[src/rtl/instruction_fetch_unit_pkg.sv]
// ISA-level constants shared by the fetch unit and the instruction decoder.
//   PC_WIDTH     program counter / program memory address width
//   INSTR_WIDTH  instruction word width
//   STACK_DEPTH  hardware return stack entries
//   NOP_WORD     word held in the instruction register after flush/reset
// Also holds the field widths used to assemble PC jump and PCL-write targets.
package instruction_fetch_unit_pkg;

  localparam int PC_WIDTH    = 13;
  localparam int INSTR_WIDTH = 14;
  localparam int STACK_DEPTH = 8;
  localparam logic [INSTR_WIDTH-1:0] NOP_WORD = 14'h0000;

  // GOTO/CALL carry an 11-bit literal; PCLATH[4:3] supplies the page bits.
  localparam int JMP_LIT_W = 11;
  localparam int PCLATH_W  = 5;
  localparam int PCL_W     = 8;

endpackage

[src/rtl/return_stack.sv]
// Circular hardware return stack.
//   clk, rst    clock, synchronous active-high reset
//   push, pop   push din / pop top (pop wins if both are high)
//   din         value to push
//   top         entry the next pop will return (entry below the pointer)
//   ovf, unf    sticky overflow / underflow flags
// The pointer wraps modulo DEPTH so a push on a full stack silently
// overwrites the oldest entry; count only tracks validity for the flags.
module return_stack #(
  parameter int DEPTH = 8,
  parameter int WIDTH = 13
) (
  input  logic             clk,
  input  logic             rst,
  input  logic             push,
  input  logic             pop,
  input  logic [WIDTH-1:0] din,
  output logic [WIDTH-1:0] top,
  output logic             ovf,
  output logic             unf
);

  localparam int PW = $clog2(DEPTH);
  localparam logic [PW:0] FULL = (PW+1)'(DEPTH);

  logic [DEPTH-1:0][WIDTH-1:0] mem;
  logic [PW-1:0]               ptr;
  logic [PW-1:0]               ptr_dec;
  logic [PW:0]                 cnt;

  assign ptr_dec = ptr - 1'b1;
  assign top     = mem[ptr_dec];

  always_ff @(posedge clk) begin
    if (rst) begin
      ptr <= '0;
      cnt <= '0;
      ovf <= 1'b0;
      unf <= 1'b0;
    end else if (pop) begin
      // Empty pop still moves the pointer; the caller loads the wrapped entry.
      ptr <= ptr_dec;
      if (cnt == '0) unf <= 1'b1;
      else           cnt <= cnt - 1'b1;
    end else if (push) begin
      ptr <= ptr + 1'b1;
      if (cnt == FULL) ovf <= 1'b1;
      else             cnt <= cnt + 1'b1;
    end
  end

  // Contents are don't-care after reset, so storage carries no reset.
  always_ff @(posedge clk) begin
    if (!rst && push && !pop) mem[ptr] <= din;
  end

endmodule

[src/rtl/instruction_fetch_unit.sv]
// Instruction fetch unit: program counter, instruction register, program
// memory address port and the return stack.
//   clk, rst       clock, synchronous active-high reset
//   prog_addr      program memory address (= PC)
//   prog_data      program memory word at prog_addr
//   instr_current  instruction register, to the decoder
//   instr_rd_en    load prog_data into the instruction register
//   instr_flush    load NOP_WORD (wins over instr_rd_en)
//   pc_incr_en     PC <= PC+1
//   pc_j_en        PC <= {pclath[4:3], instr_current[10:0]}
//   push_en        push current PC (CALL)
//   pop_en         PC <= stack top (RETURN family)
//   pcl_wr_en      PC <= {pclath, pcl_wr_data}
//   pcl            PC[7:0]
//   stack_ovf/unf  sticky stack overflow / underflow
// PC priority: rst > pop > jump > PCL write > increment > hold.
module instruction_fetch_unit #(
  parameter int PC_WIDTH    = instruction_fetch_unit_pkg::PC_WIDTH,
  parameter int INSTR_WIDTH = instruction_fetch_unit_pkg::INSTR_WIDTH,
  parameter int STACK_DEPTH = instruction_fetch_unit_pkg::STACK_DEPTH,
  parameter logic [INSTR_WIDTH-1:0] NOP_WORD = instruction_fetch_unit_pkg::NOP_WORD
) (
  input  logic                   clk,
  input  logic                   rst,
  output logic [PC_WIDTH-1:0]    prog_addr,
  input  logic [INSTR_WIDTH-1:0] prog_data,
  output logic [INSTR_WIDTH-1:0] instr_current,
  input  logic                   instr_rd_en,
  input  logic                   instr_flush,
  input  logic                   pc_incr_en,
  input  logic                   pc_j_en,
  input  logic                   push_en,
  input  logic                   pop_en,
  input  logic                   pcl_wr_en,
  input  logic [7:0]             pcl_wr_data,
  input  logic [4:0]             pclath,
  output logic [7:0]             pcl,
  output logic                   stack_ovf,
  output logic                   stack_unf
);

  import instruction_fetch_unit_pkg::*;

  logic [PC_WIDTH-1:0]    pc, pc_nxt, stk_top;
  logic [INSTR_WIDTH-1:0] ir;

  return_stack #(
    .DEPTH (STACK_DEPTH),
    .WIDTH (PC_WIDTH)
  ) u_stack (
    .clk  (clk),
    .rst  (rst),
    .push (push_en),
    .pop  (pop_en),
    .din  (pc),
    .top  (stk_top),
    .ovf  (stack_ovf),
    .unf  (stack_unf)
  );

  always_comb begin
    pc_nxt = pc;
    if (pop_en)
      pc_nxt = stk_top;
    else if (pc_j_en)
      pc_nxt = PC_WIDTH'({pclath[PCLATH_W-1:PCLATH_W-2], ir[JMP_LIT_W-1:0]});
    else if (pcl_wr_en)
      pc_nxt = PC_WIDTH'({pclath, pcl_wr_data});
    else if (pc_incr_en)
      pc_nxt = pc + 1'b1;  // natural wrap at the top of the address space
  end

  always_ff @(posedge clk) begin
    if (rst) begin
      pc <= '0;
      ir <= NOP_WORD;
    end else begin
      pc <= pc_nxt;
      if (instr_flush)      ir <= NOP_WORD;
      else if (instr_rd_en) ir <= prog_data;
    end
  end

  assign prog_addr     = pc;
  assign pcl           = pc[PCL_W-1:0];
  assign instr_current = ir;

  // Decoder must never request push and pop together; hardware pops only.
  a_no_push_pop: assert property (@(posedge clk) disable iff (rst) !(push_en && pop_en));

endmodule

[config.mk]
export PLATFORM = sky130hd
export DESIGN_NAME = instruction_fetch_unit
export DESIGN_NICKNAME = d
export VERILOG_FILES = /design/src/rtl/instruction_fetch_unit_pkg.sv /design/src/rtl/return_stack.sv /design/src/rtl/instruction_fetch_unit.sv
export SDC_FILE = /design/constraint.sdc
export NUM_CORES = 1
export LEC_CHECK = 0
export BUFFER_PORTS_ARGS = -buffer_cell sky130_fd_sc_hd__buf_4
export CORE_MARGIN = 3
export CORE_UTILIZATION = 55
export CTS_CLUSTER_DIAMETER = 120
export CTS_CLUSTER_SIZE = 30
export DETAILED_ROUTE_END_ITERATION = 10
export PLACE_DENSITY_LB_ADDON = 0.15
export SYNTH_ARGS = -nofsm -noshare
export SYNTH_HDL_FRONTEND = slang
export SYNTH_SLANG_ARGS = --single-unit
export TNS_END_PERCENT = 30
[constraint.sdc]
create_clock -name clk -period 3.6 [get_ports clk]
set_input_delay 0.54 -clock clk [delete_from_list [all_inputs] [get_ports clk]]
set_output_delay 0.54 -clock clk [all_outputs]
set_load 0.1 [all_outputs]
### Word level (Yosys, flattened, before mapping)

Index checks and enable logic that the tools add are counted.

* register bits after elaboration: 140
* output and inout bits: 37
* logic and storage cells: 53
* input port bits: 36

* reductions and logical operators: 12
* $lt $le $gt $ge: 3
* bitwise logic cells: 1
* eq/ne operators: 3
* add/subtract/negate cells: 5
* multiplexer cells: 15

Operator list (count)
* 104-bit bitwise mux: 1
* 13-bit 2-to-1 mux: 6
* 13-bit binary-select mux with 3-bit select: 1
* 13-bit demux with 3-bit select: 1
* 4-bit 2-to-1 mux: 4
* 13-bit by 1-bit adder with 13-bit output, second input constant: 1
* 3-bit by 4-bit less-than comparator with 1-bit output, second input constant: 2
* 3-bit 2-to-1 mux: 2
* 3-bit AND reduction: 2
* 4-bit by 1-bit adder with 4-bit output, second input constant: 1
* 4-bit == test, second input constant: 1
* 4-bit zero test: 1
* 2-bit != test, second input constant: 2
* 4-bit nonzero test: 1
* 4-bit by 1-bit subtractor with 4-bit output, second input constant: 1
* 3-bit by 1-bit adder with 3-bit output, second input constant: 1
* 3-bit by 1-bit >= comparator with 1-bit output, second input constant: 1
* 1-bit logical AND: 3
* 3-bit by 1-bit subtractor with 3-bit output, second input constant: 1
* 1-bit zero test: 2
* 2-bit AND reduction: 1
* 2-bit nonzero test: 1
* 2-bit OR reduction: 1
* 1-bit NOT: 1

### Longest topological paths before layout

Gate-level depths: netlist of run 1.

* depth in word-level cells: 5
* depth in mapped cells: 9
* gate-level depth less buffers: 7

### Hierarchy

From an unflattened synthesis of run 1, not the netlist that was laid out.

* cell total of the unflattened synthesis: 426
* area total of the unflattened synthesis: 6165.9 um^2

By module, submodules not included
* return_stack: instances 1, sequential area each 3303.2 um^2, cells an instance 220, area an instance 4476.8 um^2
* instruction_fetch_unit: instances 1, sequential area each 540.5 um^2, cells an instance 206, area an instance 1689.1 um^2

### Least setup slack after synthesis of run 1

Ideal clock, no wire load.

* path kind: in2reg
* start: input pop_en
* end: register u_stack.mem[0] in the netlist's numbering, enable pin
* required time: 3200 ps
* library setup time: 400 ps
* arrival time: 2216 ps
* path slack: 984 ps
* path buffers: 1
* cell stages on the path: 5
* path through: buf_2 > clkinv_1 > nand2_1 > or3_1 > nor3_1

* word-level cells in the longest chain between the ends: 2

Ends and longest elaborated chain
* start, declared: RTL line instruction_fetch_unit.sv:33 `input logic pop_en,`
* 1-bit zero test: RTL line return_stack.sv:54 `if (!rst && push && !pop) mem[ptr] <= din;`
* 1-bit logical AND: RTL line return_stack.sv:54
* end signal, assigned by index: RTL line return_stack.sv:54
* end, declared: RTL line return_stack.sv:26 `logic [DEPTH-1:0][WIDTH-1:0] mem;`

Every way passes these cells.
A chain may end at the register's enable or synchronous reset.

### Worst setup path after layout of run 1

* start: register u_stack.ptr[1]
* end: register pc[11] (netlist: prog_addr[11])

* word-level cells in the longest chain between the ends: 4

Ends and longest elaborated chain
* start, declared: RTL line return_stack.sv:27 `logic [PW-1:0] ptr;`
* start signal, assigned: RTL line return_stack.sv:42 `ptr <= ptr_dec;`
* start signal, assigned: RTL line return_stack.sv:46 `ptr <= ptr + 1'b1;`
* 3-bit by 1-bit subtractor with 3-bit output: RTL line return_stack.sv:31 `assign ptr_dec = ptr - 1'b1;`
* 13-bit binary-select mux with 3-bit select: RTL line return_stack.sv:32 `assign top = mem[ptr_dec];`
* 13-bit 2-to-1 mux (implied by the code): RTL line return_stack.sv:32
* 13-bit 2-to-1 mux: RTL line instruction_fetch_unit.sv:63 `if (pop_en)`
* end signal, assigned: RTL line instruction_fetch_unit.sv:78 `pc <= pc_nxt;`
* end, declared: RTL line instruction_fetch_unit.sv:44 `logic [PC_WIDTH-1:0] pc, pc_nxt, stk_top;`

Every way passes these cells. The select of a mux whose other input is x is not followed.

==> results of run 1 <==
==> logic make-up after synthesis <==
group / Yosys count / synth area share (%)
buffers and inverters: 42 / 3.66
AOI/OAI and AO/OA: 63 / 7.04
DFF: 140 / 62.9
muxes: 49 / 13.6
adders and majority gates: 6 / 1.35
and+or+nand+nor: 124 / 9.21
xor gates and xnor gates: 14 / 2.31
==> placed cells by master, fill, tap and decap left out, types with 4 or more instances in the layout <==
master,instances
or3_1,4
nor3_1,10
bufinv_16,6
clkbuf_16,16
nand3_1,11
mux4_2,10
a21oi_1,14
buf_4,86
mux2i_1,24
xnor2_1,10
nand4_1,4
dfxtp_1,36
o211ai_1,4
inv_1,7
edfxtp_1,104
nor2_1,51
a31oi_1,6
a211oi_1,4
nand2_1,25
ha_1,5
mux4_1,13
a21o_1,4
o21ai_0,11
==> final cells by class <==
| class | count | area, µm² |
|---|---|---|
| clock buffer | 19 | 432 |
| clock inverter | 13 | 236 |
| fill | 725 | 3130 |
| inverter | 10 | 37.5 |
| multi-input combinational | 256 | 2060 |
| sequential | 140 | 3840 |
| tap | 136 | 170 |
| timing repair buffer | 86 | 646 |
==> routing by layer <==
layer / vias up / part of all wire (%) / wire [µm] / GRT usage [%]
met3: 24 / 6.2 / 917 / 6.36
met2: 150 / 53 / 7760 / 42.0
met5: - / 0 / 0 / 0
met1: 2008 / 39 / 5810 / 31.0
met4: 0 / 1.9 / 279 / 8.35
li1: 1818 / - / - / -
==> power breakdown <==
group	leakage, nW	switching, W	total [W]	internal [W]
clock network	0.325	0.000678	0.00197	0.00129
logic	1.21	0.000636	0.000989	0.000353
registers	1.25	0.000120	0.00195	0.00183
==> sequential cells by signal (all words and copies together) (netlist names) <==
name           cells
u_stack.mem      104
instr_current     14
prog_addr         13
u_stack.cnt        4
u_stack.ptr        3
u_stack.ovf        1
u_stack.unf        1
==> worst max-delay path: cells and delay by family, from the launching register on <==
kind,cells,cell delay (ns)
flip-flops,1,0.45
XOR/XNOR,1,0.68
buffers and inverters,1,0.12
AND/OR/NAND/NOR,3,0.36
multiplexers,1,0.68
adder cells (fa/ha/maj),1,0.27
==> stage by stage <==
stage               setup WS [ns]  cell area [µm²]  hold WS [ns]  util, %
floorplan                   0.984             6110         0.485        -
global placement             1.02             6750         0.455     64.0
detailed placement          0.926             6750         0.478     64.0
CTS                         0.900             7420         0.222     70.3
global route                0.811             7420         0.247     70.3
finish                      0.934             7420         0.250     70.3
==> path summary, 6_finish.rpt <==
kind	endpoint	slack (ns)	depth (start not counted)
max	prog_addr[11]$_SDFFE_PP0P_	0.93	7
min	instr_current[8]$_SDFFE_PP0P_	0.25	3
max reg2reg	prog_addr[11]$_SDFFE_PP0P_	0.93	7
min reg2reg	u_stack.ovf$_SDFFE_PP0P_	0.48	2
==> metrics.txt, run 1 <==
syn avg cell area=between 10 and 15 µm²; Worst EP arrival=between 3 and 4 ns; All-Layer GR Usage=between 20% and 30%; Critical Path Start=u_stack.ptr[1]$_SDFFE_PP0P_; Vias=around 4,000; Worst setup SP type=register; #FFs+latches synth=140; # Post-CTS Setup Buffers=0; dominant cells by area after synthesis=edfxtp_1, dfxtp_1, mux4_1, mux2i_1, mux4_2; crit-path max cell delay=about 0.68 ns; first-pass GRT wire length=between 20 and 25 mm; Final Cycle Share=74.1%; antenna violations before repair=0; final std cells w/o fill=660; hold crit path type=in2reg; final hold viol count=0; Skew-Pair Late Insertion Delay=approximately 0.53 ns; Worst-Margin Slew=1.14 ns; Final HPWL DP=9.77 mm; CORE AREA=10,600 µm²; Crit Reg-Reg Startpoint=u_stack.ptr[1]$_SDFFE_PP0P_; Overall Power=around 0.005 W; CP max FO=22; top cell type's share of synthesized area=about half; Synth Cell Area=6110 µm²; Final Wtd Congestion=about 0.85; # setup viols final=0; root buf cell=clkbuf_8; Peak VDD IR=~450 µV; Initial Util=slightly below 60%; Die W=111 µm; WL per Instance=between 20 and 25 µm; placed cell count=about 630; CTS tree=done; Worst path slowest cell=xor2_4; Power Density=approximately 660 nW/µm²; Req. time, crit path=around 4 ns; Setup CP Type=reg2reg; largest net degree at the start of global routing=34; CTS max path bufs=2; vias per inst=approximately 6; Congestion Overflow GR=0; Antenna Nets Post-Route=0; Crit. End Element=register; count leader, synth=edfxtp_1; TNS Setup=0 ns; RSZ-0062 raised after global routing=no; post-synth cell types=52; Synth area leader=edfxtp_1; YS warnings=0; Residual DRC=0; vias in the first global route=about 4,000; PortBufs=between 70 and 80; max_cap viols=0; DIE AREA=between 10,000 and 15,000 µm²; CTS Hold Bufs=0; LEAKAGE=between 2 and 3 nW; Synthesized Nets=between 400 and 500; Fmax=between 300 and 400 MHz; status=completed; hold_sp=prog_data[8]; IO Pins=73; CTS H-tree depth=4; clk sink count=140; total clock buffers created by CTS=17; layout cell share with drive strength beyond 1=26.1%; Max transition margin=roughly a quarter; drt total wl=~15 mm; EDFF count, synth=104; Chip Height=111 µm; top cells by count, synth=edfxtp_1, nor2_1, dfxtp_1; Tmin final=2.67 ns; Main synth FF type=edfxtp_1; FP Rows=37; Syn-to-layout area delta=21.4%; antenna cell count=0; critical-path cell list=inv_1 -> ha_1 -> xor2_4 -> mux4_1 -> nand2_1 -> nand3_1 -> and3_1; 1st-pass router iterations=5; clock-pin slew on the worst setup and hold paths=approximately 0.06 ns; skew final=around 0.0080 ns; Post-CTS Resized=0; initial DRC count=374; nets@finish=~550; Cells after Synth=approximately 440; Final Max Tran Viols=0; post-synthesis sequential area ratio=62.9%; Async SR Flop Fraction=0%
Note: power is estimated with default switching activity, not from simulation.
==> inputs of run 2 (changes only) <==
- CORE_UTILIZATION: 55 -> 52
- clock period: 3.6 -> 2.18 ns (I/O delays scaled with it)
==> metrics.txt, run 2 (synthesized netlist as in run 1, its figures left out) <==
CTS H-tree depth=4; FF-to-FF path depth=7; nets@finish=roughly 570; Fmax=around 480 MHz; Critical Path Start=u_stack.ptr[1]$_SDFFE_PP0P_; clk sink count=140; CP max FO=21; vias in the first global route=slightly above 4,000; max_cap viols=0; sequential share of power=41.1%; Setup CP Type=reg2reg; worst setup path end=prog_addr[10]$_SDFFE_PP0P_; FP Rows=38; Peak VDD IR=between 900 and 1000 µV; initial DRC count=326; final hold viol count=0; largest net degree at the start of global routing=26; hold crit path type=in2reg; TNS Setup=0 ns; CTS Hold Bufs=0; RSZ-0062 raised after global routing=no; Syn-to-layout area delta=23.7%; CORE AREA=about 11,000 µm²; Residual DRC=0; met1 WL=around 6.0 mm; worst setup margin=about 0.11 ns; top sig layer=met4; Post-CTS Resized=0; Tmin final=2.07 ns; Congestion Overflow GR=0; CTS max path bufs=2; commonest non-fill, non-tap cell in the layout=edfxtp_1; switching power=0.00229 W; Final Max Tran Viols=0; layout cell share with drive strength beyond 1=~31%; root buf cell=clkbuf_16; CTS tree=done; DIE AREA=between 10,000 and 15,000 µm²; first-pass GRT wire length=~23 mm; Largest register FFs=104; skew final=0.00687 ns; Switching Share=29.7%; R2R setup slack=0.11 ns; IO Pins=73; LEAKAGE=approximately 2.9 nW; most frequent cells in the layout=edfxtp_1, buf_4, nor2_1; # setup viols final=0; Worst-Margin Slew=0.477 ns; Req. time, crit path=2.47 ns; Crit Reg-Reg Startpoint=u_stack.ptr[1]$_SDFFE_PP0P_; Chip Height=between 100 and 150 µm; Final Wtd Congestion=0.850; WL per Instance=20.6 µm; DP Worst Slack=0.0712 ns; Vias=~3,900; PortBufs=72; total clock buffers created by CTS=17; Skew-Pair Late Insertion Delay=0.42 ns; # Post-CTS Setup Buffers=0; vias per inst=roughly 5.8; Final HPWL DP=9.73 mm; 1st-pass router iterations=5; antenna cell count=0; Top reg by flops=u_stack.mem; Comb pwr share=between 20% and 30%; Antenna Nets Post-Route=0; drt total wl=14.1 mm; Power Density=a little over 1000 nW/µm²; All-Layer GR Usage=23.2%; Final Cycle Share=a little over nine tenths; Worst setup SP type=register; Initial Util=~55%; antenna violations before repair=0; met3 routed WL=roughly 650 µm; r2r endpoint=prog_addr[10]$_SDFFE_PP0P_; Worst EP arrival=approximately 2.4 ns; Crit. End Element=register; WHS=~0.14 ns; metal2 WL=7.31 mm; Die W=114 µm; status=completed; Clock power frac=between 30% and 40%; clock-pin slew on the worst setup and hold paths=~0.060 ns; P_int=0.00541 W; Max transition margin=between 60% and 70%
==> run 2: worst min-delay path by stage <==
| stage | depth (start not counted) | end | startpoint |
|---|---|---|---|
| detailed placement | 2 | u_stack.ovf$_SDFFE_PP0P_ | u_stack.ovf$_SDFFE_PP0P_ |
| global placement | 2 | u_stack.ovf$_SDFFE_PP0P_ | u_stack.ovf$_SDFFE_PP0P_ |
| finish | 3 | instr_current[8]$_SDFFE_PP0P_ | prog_data[8] |
| global route | 3 | instr_current[2]$_SDFFE_PP0P_ | prog_data[2] |
| floorplan | 2 | instr_current[0]$_SDFFE_PP0P_ | prog_data[0] |
| CTS | 3 | instr_current[3]$_SDFFE_PP0P_ | prog_data[3] |
==> run 2: layer usage <==
layer  up-vias  track usage (%)
met5         -                0
met4         0             6.57
met3        18             5.97
met2       102             37.5
li1       1864                -
met1      1954             31.3
==> run 2: area by class of cell <==
cell class              count  area (µm²)
well taps                 140         175
inverters                  10        37.5
clock inverters            11         119
fillers                   800        3610
multi-input cells         256        2060
flip-flops and latches    140        3850
clock buffers              21         460
repair buffers            106         858
==> run 2: critical path, cell delays in order (launching register included) <==
cell and delay (ns):
dfxtp_1 0.31, inv_1 0.09, ha_2 0.24, xor2_4 0.19, buf_12 0.21, mux4_1 0.56, a31oi_1 0.21, a311oi_2 0.12
==> run 2: stage by stage <==
stage / instance area [µm²] / utilization (%) / power, W / cells
6_report: 7560 / 67.7 / 0.00770 / 684
3_3_place_gp: 6980 / 62.5 / 0.00494 / 652
2_1_floorplan: 6140 / - / 0.00453 / 438
3_5_place_dp: 6980 / 62.5 / 0.00498 / 652
4_1_cts: 7560 / 67.7 / 0.00776 / 684
5_1_grt: 7560 / 67.7 / 0.00800 / 684
==> run 2: power groups by stage <==
stage | clock network [W] | registers, W | logic (W)
global placement | 0 | 0.00321 | 0.00173
finish | 0.00277 | 0.00316 | 0.00176
global route | 0.00293 | 0.00318 | 0.00189
CTS | 0.00283 | 0.00316 | 0.00177
floorplan | 0 | 0.00357 | 0.000962
detailed placement | 0 | 0.00322 | 0.00176
